==> src/rtl/ps2_cmd_sequencer.sv <==
// Host-side PS/2 command sequencer: send one byte, await ACK/RESEND/ERROR with retries and timeouts.
// Optional macro PS2_AUTO_INIT_EN: issue 0xFF after reset and wait for the 0xAA BAT result.
module ps2_cmd_sequencer #(
    parameter int MAX_RETRY = 3,
    parameter int TIMEOUT   = 200000
) (
    input  logic       ck,
    input  logic       reset,
    input  logic       cmd_valid,
    input  logic [7:0] cmd_byte,
    output logic       cmd_ready,
    output logic       cmd_done,
    output logic [1:0] cmd_err,
    output logic       tx_send,
    output logic [7:0] tx_byte,
    input  logic       tx_busy,
    input  logic       rx_word_ready,
    input  logic [7:0] rx_byte,
    output logic       scan_valid,
    output logic [7:0] scan_byte
);

    typedef enum logic [3:0] {
        ST_IDLE      = 4'd0,
        ST_SEND      = 4'd1,
        ST_WAIT_BUSY = 4'd2,
        ST_WAIT_TX   = 4'd3,
        ST_WAIT_ACK  = 4'd4,
        ST_DONE      = 4'd5,
        ST_FAIL      = 4'd6,
        ST_INIT      = 4'd7,
        ST_WAIT_BAT  = 4'd8
    } state_t;

    localparam logic [19:0] TIMEOUT_C   = 20'(TIMEOUT);
    localparam logic [1:0]  RETRY_MAX_C = 2'(MAX_RETRY);
    localparam logic [1:0]  ERR_OK      = 2'b00;
    localparam logic [1:0]  ERR_TIMEOUT = 2'b01;
    localparam logic [1:0]  ERR_RETRY   = 2'b10;
    localparam logic [1:0]  ERR_DEVICE  = 2'b11;

`ifdef PS2_AUTO_INIT_EN
    localparam state_t RESET_STATE = ST_INIT;
`else
    localparam state_t RESET_STATE = ST_IDLE;
`endif

    state_t      r_state;
    state_t      w_state_next;
    logic [19:0] r_timer;
    logic [1:0]  r_retry;
    logic        r_init;
    logic        r_cmd_ready;
    logic        r_cmd_done;
    logic [1:0]  r_cmd_err;
    logic        r_tx_send;
    logic [7:0]  r_tx_byte;
    logic        r_scan_valid;
    logic [7:0]  r_scan_byte;

    logic        w_timeout;
    logic        w_timer_clr;
    logic        w_retry_clr;
    logic        w_retry_inc;
    logic        w_load_cmd;
    logic        w_load_init;
    logic        w_init_set;
    logic        w_init_clr;
    logic        w_fwd;
    logic        w_done;
    logic [1:0]  w_err;

    assign w_timeout = (r_timer == TIMEOUT_C);

    // Next-state and control decode; a received byte always takes priority over a timeout.
    always_comb begin
        w_state_next = r_state;
        w_timer_clr  = 1'b0;
        w_retry_clr  = 1'b0;
        w_retry_inc  = 1'b0;
        w_load_cmd   = 1'b0;
        w_load_init  = 1'b0;
        w_init_set   = 1'b0;
        w_init_clr   = 1'b0;
        w_fwd        = 1'b0;
        w_done       = 1'b0;
        w_err        = ERR_OK;
        case (r_state)
            ST_IDLE: begin
                w_fwd = rx_word_ready;
                if (cmd_valid && r_cmd_ready) begin
                    w_load_cmd   = 1'b1;
                    w_retry_clr  = 1'b1;
                    w_state_next = ST_SEND;
                end else begin
                    w_state_next = ST_IDLE;
                end
            end
            ST_INIT: begin
                w_load_init  = 1'b1;
                w_retry_clr  = 1'b1;
                w_init_set   = 1'b1;
                w_state_next = ST_SEND;
            end
            ST_SEND: begin
                w_timer_clr  = 1'b1;
                w_state_next = ST_WAIT_BUSY;
            end
            ST_WAIT_BUSY: begin
                w_fwd = rx_word_ready && !r_init;
                if (tx_busy) begin
                    w_state_next = ST_WAIT_TX;
                end else if (w_timeout) begin
                    w_done       = 1'b1;
                    w_err        = ERR_TIMEOUT;
                    w_state_next = ST_FAIL;
                end else begin
                    w_state_next = ST_WAIT_BUSY;
                end
            end
            ST_WAIT_TX: begin
                w_fwd = rx_word_ready && !r_init;
                if (!tx_busy) begin
                    w_timer_clr  = 1'b1;
                    w_state_next = ST_WAIT_ACK;
                end else if (w_timeout) begin
                    w_done       = 1'b1;
                    w_err        = ERR_TIMEOUT;
                    w_state_next = ST_FAIL;
                end else begin
                    w_state_next = ST_WAIT_TX;
                end
            end
            ST_WAIT_ACK: begin
                if (rx_word_ready) begin
                    case (rx_byte)
                        8'hFA: begin
                            if (r_init) begin
                                w_timer_clr  = 1'b1;
                                w_state_next = ST_WAIT_BAT;
                            end else begin
                                w_done       = 1'b1;
                                w_state_next = ST_DONE;
                            end
                        end
                        8'hFC: begin
                            w_done       = 1'b1;
                            w_err        = ERR_DEVICE;
                            w_state_next = ST_FAIL;
                        end
                        8'hFE: begin
                            if (r_retry < RETRY_MAX_C) begin
                                w_retry_inc  = 1'b1;
                                w_state_next = ST_SEND;
                            end else begin
                                w_done       = 1'b1;
                                w_err        = ERR_RETRY;
                                w_state_next = ST_FAIL;
                            end
                        end
                        default: begin
                            w_fwd        = !r_init;
                            w_state_next = ST_WAIT_ACK;
                        end
                    endcase
                end else if (w_timeout) begin
                    w_done       = 1'b1;
                    w_err        = ERR_TIMEOUT;
                    w_state_next = ST_FAIL;
                end else begin
                    w_state_next = ST_WAIT_ACK;
                end
            end
            ST_WAIT_BAT: begin
                if (rx_word_ready && (rx_byte == 8'hAA)) begin
                    w_done       = 1'b1;
                    w_state_next = ST_DONE;
                end else if (rx_word_ready && (rx_byte == 8'hFC)) begin
                    w_done       = 1'b1;
                    w_err        = ERR_DEVICE;
                    w_state_next = ST_FAIL;
                end else if (!rx_word_ready && w_timeout) begin
                    w_done       = 1'b1;
                    w_err        = ERR_TIMEOUT;
                    w_state_next = ST_FAIL;
                end else begin
                    w_state_next = ST_WAIT_BAT;
                end
            end
            ST_DONE, ST_FAIL: begin
                w_init_clr   = 1'b1;
                w_state_next = ST_IDLE;
            end
            default: begin
                w_state_next = ST_IDLE;
            end
        endcase
    end

    // State, timer, retry and init-phase registers.
    always_ff @(posedge ck or posedge reset) begin
        if (reset) begin
            r_state <= RESET_STATE;
            r_timer <= 20'd0;
            r_retry <= 2'd0;
            r_init  <= 1'b0;
        end else begin
            r_state <= w_state_next;
            if (w_timer_clr) begin
                r_timer <= 20'd0;
            end else if (r_timer < TIMEOUT_C) begin
                r_timer <= r_timer + 20'd1;
            end
            if (w_retry_clr) begin
                r_retry <= 2'd0;
            end else if (w_retry_inc) begin
                r_retry <= r_retry + 2'd1;
            end
            if (w_init_set) begin
                r_init <= 1'b1;
            end else if (w_init_clr) begin
                r_init <= 1'b0;
            end
        end
    end

    // Registered outputs, derived from the upcoming state so they line up with it.
    always_ff @(posedge ck or posedge reset) begin
        if (reset) begin
            r_cmd_ready  <= 1'b0;
            r_cmd_done   <= 1'b0;
            r_cmd_err    <= 2'b00;
            r_tx_send    <= 1'b0;
            r_tx_byte    <= 8'h00;
            r_scan_valid <= 1'b0;
            r_scan_byte  <= 8'h00;
        end else begin
            r_cmd_ready  <= (w_state_next == ST_IDLE);
            r_tx_send    <= (w_state_next == ST_SEND);
            r_cmd_done   <= w_done;
            r_scan_valid <= w_fwd;
            if (w_done) begin
                r_cmd_err <= w_err;
            end
            if (w_load_cmd) begin
                r_tx_byte <= cmd_byte;
            end else if (w_load_init) begin
                r_tx_byte <= 8'hFF;
            end
            if (w_fwd) begin
                r_scan_byte <= rx_byte;
            end
        end
    end

    assign cmd_ready  = r_cmd_ready;
    assign cmd_done   = r_cmd_done;
    assign cmd_err    = r_cmd_err;
    assign tx_send    = r_tx_send;
    assign tx_byte    = r_tx_byte;
    assign scan_valid = r_scan_valid;
    assign scan_byte  = r_scan_byte;

endmodule

==> config.mk <==
export PLATFORM = sky130hd
export DESIGN_NAME = ps2_cmd_sequencer
export DESIGN_NICKNAME = d
export VERILOG_FILES = /design/src/rtl/ps2_cmd_sequencer.sv
export SDC_FILE = /design/constraint.sdc
export NUM_CORES = 1
export LEC_CHECK = 0
export BUFFER_PORTS_ARGS = -buffer_cell sky130_fd_sc_hd__buf_4
export CORE_MARGIN = 5
export CORE_UTILIZATION = 45
export DETAILED_ROUTE_END_ITERATION = 16
export PLACE_DENSITY = 0.66
export REMOVE_ABC_BUFFERS = 1
export SKIP_CTS_REPAIR_TIMING = 1
export SLEW_MARGIN = 20
export SYNTH_ARGS = -nofsm -noshare
export SYNTH_HDL_FRONTEND = slang
export SYNTH_SLANG_ARGS = --single-unit
==> constraint.sdc <==
create_clock -name ck -period 2.6 [get_ports ck]
set_input_delay 0.13 -clock ck [delete_from_list [all_inputs] [get_ports ck]]
set_output_delay 0.13 -clock ck [all_outputs]
set_load 0.005 [all_outputs]
# ---- Word level (Yosys, flattened, before mapping)
# Index checks and enable logic that the tools add are counted.
dict set report word_totals {
  reg_bits 49
}
dict set report op_classes {
  n_eq_ne 14
  n_mux 60
  add_sub_neg 2
  reduce_logical 16
  n_lt_le_gt_ge 2
}
# operator n
set ops {}
lappend ops {{two-way mux 20 bit} 2}
lappend ops {{equality test 8 bit (second input constant)} 4}
lappend ops {{two-way mux 1 bit} 30}
lappend ops {{one-hot mux 4 bit (7 select lines)} 1}
lappend ops {{adder 20 x 1 -> 20 bit (second input constant)} 1}
lappend ops {{equality test 20 x 18 -> 1 bit (second input constant)} 1}
lappend ops {{< comparator 20 x 18 -> 1 bit (second input constant)} 1}
lappend ops {{two-way mux 4 bit} 5}
lappend ops {{equality test 4 x 3 -> 1 bit (second input constant)} 4}
lappend ops {{two-way mux 8 bit} 2}
lappend ops {{two-way mux 3 bit} 5}
lappend ops {{two-way mux 2 bit} 7}
lappend ops {{one-hot mux 4 bit (3 select lines)} 1}
lappend ops {{one-hot mux 1 bit (3 select lines)} 3}
lappend ops {{equality test 4 x 1 -> 1 bit (second input constant)} 2}
lappend ops {{equality test 4 x 2 -> 1 bit (second input constant)} 2}
lappend ops {{logical NOT 4 bit} 2}
lappend ops {{one-hot mux 2 bit (4 select lines)} 1}
lappend ops {{nonzero test 2 bit} 4}
lappend ops {{logical AND 1 bit} 5}
lappend ops {{equality test 4 bit (second input constant)} 1}
lappend ops {{one-hot mux 1 bit (4 select lines)} 1}
lappend ops {{one-hot mux 2 bit (2 select lines)} 1}
lappend ops {{OR reduction 2 bit} 2}
lappend ops {{5 further kinds} 6}

# ---- Depth between registers and ports, before layout
dict set report logic_depth {
  depth_word 7
  ltp_mapped 8
  depth_no_buf 7
}

# ---- Worst setup path before layout
# No wires, ideal clock.
dict set report synth_path {
  path_type {register -> register}
  startpoint {reg r_timer[19]}
  endpoint {reg r_cmd_ready, in the netlist cmd_ready}
  setup_time_ns 0.096
  t_required_ns 2.504
  setup_slack_ns 0.601
  stages_incl_launch_ff 8
  arrival_time_ns 1.903
  cell_sequence {dfrtp_1 -> or2_1 -> buf_6 -> or4b_4 -> nor3_4 -> nor2_1 -> nand3b_4 -> nor4_2}
}
dict set report synth_via {
  elab_cells_between_ends 13
  cone_classes {eq/ne (1); mux (10); reduce/logical (2)}
}
# element line
set synth_rtl {}
lappend synth_rtl {{start, declared} 50} ;# logic [19:0] r_timer;
lappend synth_rtl {{start signal, assigned} 212} ;# r_timer <= r_timer + 20'd1;
lappend synth_rtl {{equality test 20 x 18 -> 1 bit} 73} ;# assign w_timeout = (r_timer == TIMEOUT_C);
lappend synth_rtl {{two-way mux 3 bit} 126} ;# end else if (w_timeout) begin
lappend synth_rtl {{two-way mux 3 bit} 123} ;# if (!tx_busy) begin
lappend synth_rtl {{one-hot mux 4 bit (7 select lines)} 88} ;# case (r_state)
lappend synth_rtl {{via w_state_next[0]} 49} ;# state_t w_state_next;
lappend synth_rtl {{logical NOT 4 bit} 238} ;# r_cmd_ready <= (w_state_next == ST_IDLE);
lappend synth_rtl {{end signal, assigned} 238}
lappend synth_rtl {{end, declared} 53} ;# logic r_cmd_ready;
# The timed path passes the listed nets, and every way through them passes these cells.
# A chain may end at the register's enable or synchronous reset.

# ---- Worst setup path after layout
# Ends and elaborated chain as after synthesis.

==> impl_metrics.tcl <==
set metrics [dict create \
    outcome "finished, violations left" \
    violations "hold timing" \
    numCtsBuffers 5 \
    port_buffers 42 \
    finalCriticalPeriod_ps 2180 \
    timing.hold.ws_ps -42.2 \
    synth.avg_cell_area_sq_um 9.69 \
    cts.sinks 49 \
    postRouteAntennaNets 0 \
    dr.pass1.iters 4 \
    clock_path_buffers 2 \
    fill_cells 516 \
    relSlewSlack 0.458 \
    antenna_found_initial 0 \
    clk_latency_ps 300 \
    synth_area_leaders "dfrtp_1 47%, nor2_1 5.5%, mux2_2 3.9%, xnor2_1 3.4%, nand4_1 2.9%" \
    vias 2128 \
    synth-seq-cells 49 \
    ys.warnings.count 0 \
    io_pins 43 \
    die_h_um 86.1 \
    drive_above_1_share 0.239 \
    design.final.nets 337 \
    grt_pass1_vias 2175 \
    ys_async_sr_fraction 1.00 \
    ir_worst_vdd_uv 400 \
    synth_cell_types 55 \
    hold_path.class "primary input to async pin" \
    finalSetupViolations 0 \
    crit_path_start_kind "flop" \
    initial_core_util 0.468 \
    wl_um 5680 \
    crit_type "flop to flop" \
    clkTransAtPathRegs_ps 100 \
    syn2layout_area_growth_pct 18.4 \
    synth-seq-area-share 0.470 \
    yosysTopAreaCell "dfrtp_1" \
    maxCapViolCount 0 \
    die_area_sq_um 7420 \
    diodes 0 \
    grtUsageTotal 0.164 \
    finalCritPeriodShare 0.837 \
    netlist_area_sq_um 2610 \
    cp_max_fo 10 \
    syn_inst 269 \
    cts_root_buffer "clkbuf_8" \
    power_leakage_uw 0.00132 \
    maxSlewViolCount 0 \
    cts-htree-levels 2 \
    grt-ovfl-total 0 \
    worst_setup_path_end_kind "flop" \
    tns_ps 0 \
    skew_ps 5.80 \
    cp_data_arrival_time_ps 2390 \
    drc 0 \
    tightestPinTransition_ps 811 \
    grt_max_degree 50 \
    hpwl_um 4250 \
    cp.required_ps 2820 \
    synth_most_common_cell "dfrtp_1" \
    synth-edff-count 0 \
    yosysTopAreaCellShare 0.470 \
    die_x_um 86.1 \
    grt_pass1_wl_um 10000 \
    clock.fmax_ghz 0.460 \
    synth_common_cells "49 x dfrtp_1, 38 x nor2_1, 19 x nand2_1" \
    p_per_area_nw_per_um2 840 \
    hold_viol_final 49 \
    drt_iter0_drc 97 \
    synthFlopType "dfrtp_1" \
    gp_congestion 0.855 \
    cts_tree "yes" \
    wl_per_cell_um 14.7 \
    rsz0062_at_grt "false" \
    viasPerCell 5.51 \
    core_sq_um 5570 \
    row_count 27 \
]
==> sequential cells by signal, indices dropped and copies added, names as in the netlist <==
name        count
scan_valid      1
r_init          1
cmd_done        1
tx_send         1
r_state         4
scan_byte       8
cmd_ready       1
cmd_err         2
tx_byte         8
r_timer        20
r_retry         2
==> cell type report <==
cell class,count,area (sq um),area share
clock buffer,5,68.8,0.0223
inverter,14,53.8,0.0174
sequential,49,1230,0.397
tap,72,90.1,0.0292
clock inverter,3,25.0,0.00810
timing repair buffer,46,345,0.112
multi-input combinational,197,1280,0.414
==> through the flow <==
step	utilization	setup slack (ps)	power (uW)	cell area [sq um]	cells
after floorplan	-	389	1700	2560	260
after global placement	0.537	481	2150	2990	378
after detailed placement	0.537	441	2170	2990	378
after CTS	0.554	428	2630	3090	386
after global routing	0.554	269	2790	3090	386
final	0.554	425	2590	3090	386
==> worst paths after layout <==
kind | cells after the start | end | slack [ps] | startpoint
worst min register to register | 1 | r_retry[0]$_DFFE_PP0P_ | 500 | r_retry[0]$_DFFE_PP0P_
max in group asynchronous | 2 | r_timer[7]$_DFFE_PP0P_ | 2160 | reset
min in group ck | 2 | tx_byte[1]$_DFFE_PP0N_ | 50 | cmd_byte[1]
worst max register to register | 6 | cmd_ready$_DFF_PP0_ | 420 | r_timer[19]$_DFFE_PP0P_
worst min-delay path | 2 | r_timer[15]$_DFFE_PP0P_ | -40 | reset
worst max-delay path | 6 | cmd_ready$_DFF_PP0_ | 420 | r_timer[19]$_DFFE_PP0P_
==> where the power goes <==
group | switching (uW) | internal [uW] | leakage (uW)
Clock | 264 | 194 | 0.0000447
Combinational | 452 | 533 | 0.000653
Sequential | 183 | 968 | 0.000625
==> per-layer routing <==
layer | global-route usage | vias to the layer above | part of all wire
li1 | - | 1050 | -
met1 | 0.209 | 1016 | 0.43
met2 | 0.285 | 56 | 0.50
met3 | 0.0259 | 6 | 0.059
met4 | 0.0518 | 0 | 0.011
met5 | 0 | - | 0
==> cell usage in the layout, fill, tap and decap left out, types with 3 or more instances in the layout <==
cell type	synthesis	final
buf_4	1	46
nand4_1	12	12
mux2_2	9	9
xor2_1	6	6
ha_1	3	3
nor2_1	38	38
nand2_1	19	19
nor4_1	4	4
nor2b_1	3	3
nand3_1	8	8
dfrtp_1	49	49
xnor2_1	10	10
a21oi_1	10	10
or3_1	4	4
o21ai_0	10	10
inv_1	14	13
nand2b_1	4	4
o22a_1	8	8
clkbuf_8	0	5
nor3_1	5	5
==> kinds of logic (layout without fill, tap and decap cells) <==
logic type | count (synthesis) | after routing | share of synthesized area
and+or+nand+nor | 118 | 118 | 0.248
AOI/OAI and AO/OA | 50 | 50 | 0.132
DFF | 49 | 49 | 0.470
buffers and inverters | 23 | 68 | 0.0393
xor gates and xnor gates | 16 | 16 | 0.0537
muxes | 10 | 10 | 0.0427
adders and majority gates | 3 | 3 | 0.0144
==> worst max-delay path, stage by stage (launching register included) <==
cell and delay, ps:
dfrtp_1 400, or2_1 360, or4b_4 610, nor3_4 270, nor2_1 90, nand3b_4 160, nor4_2 200
Power figures use the tool's default switching activity.
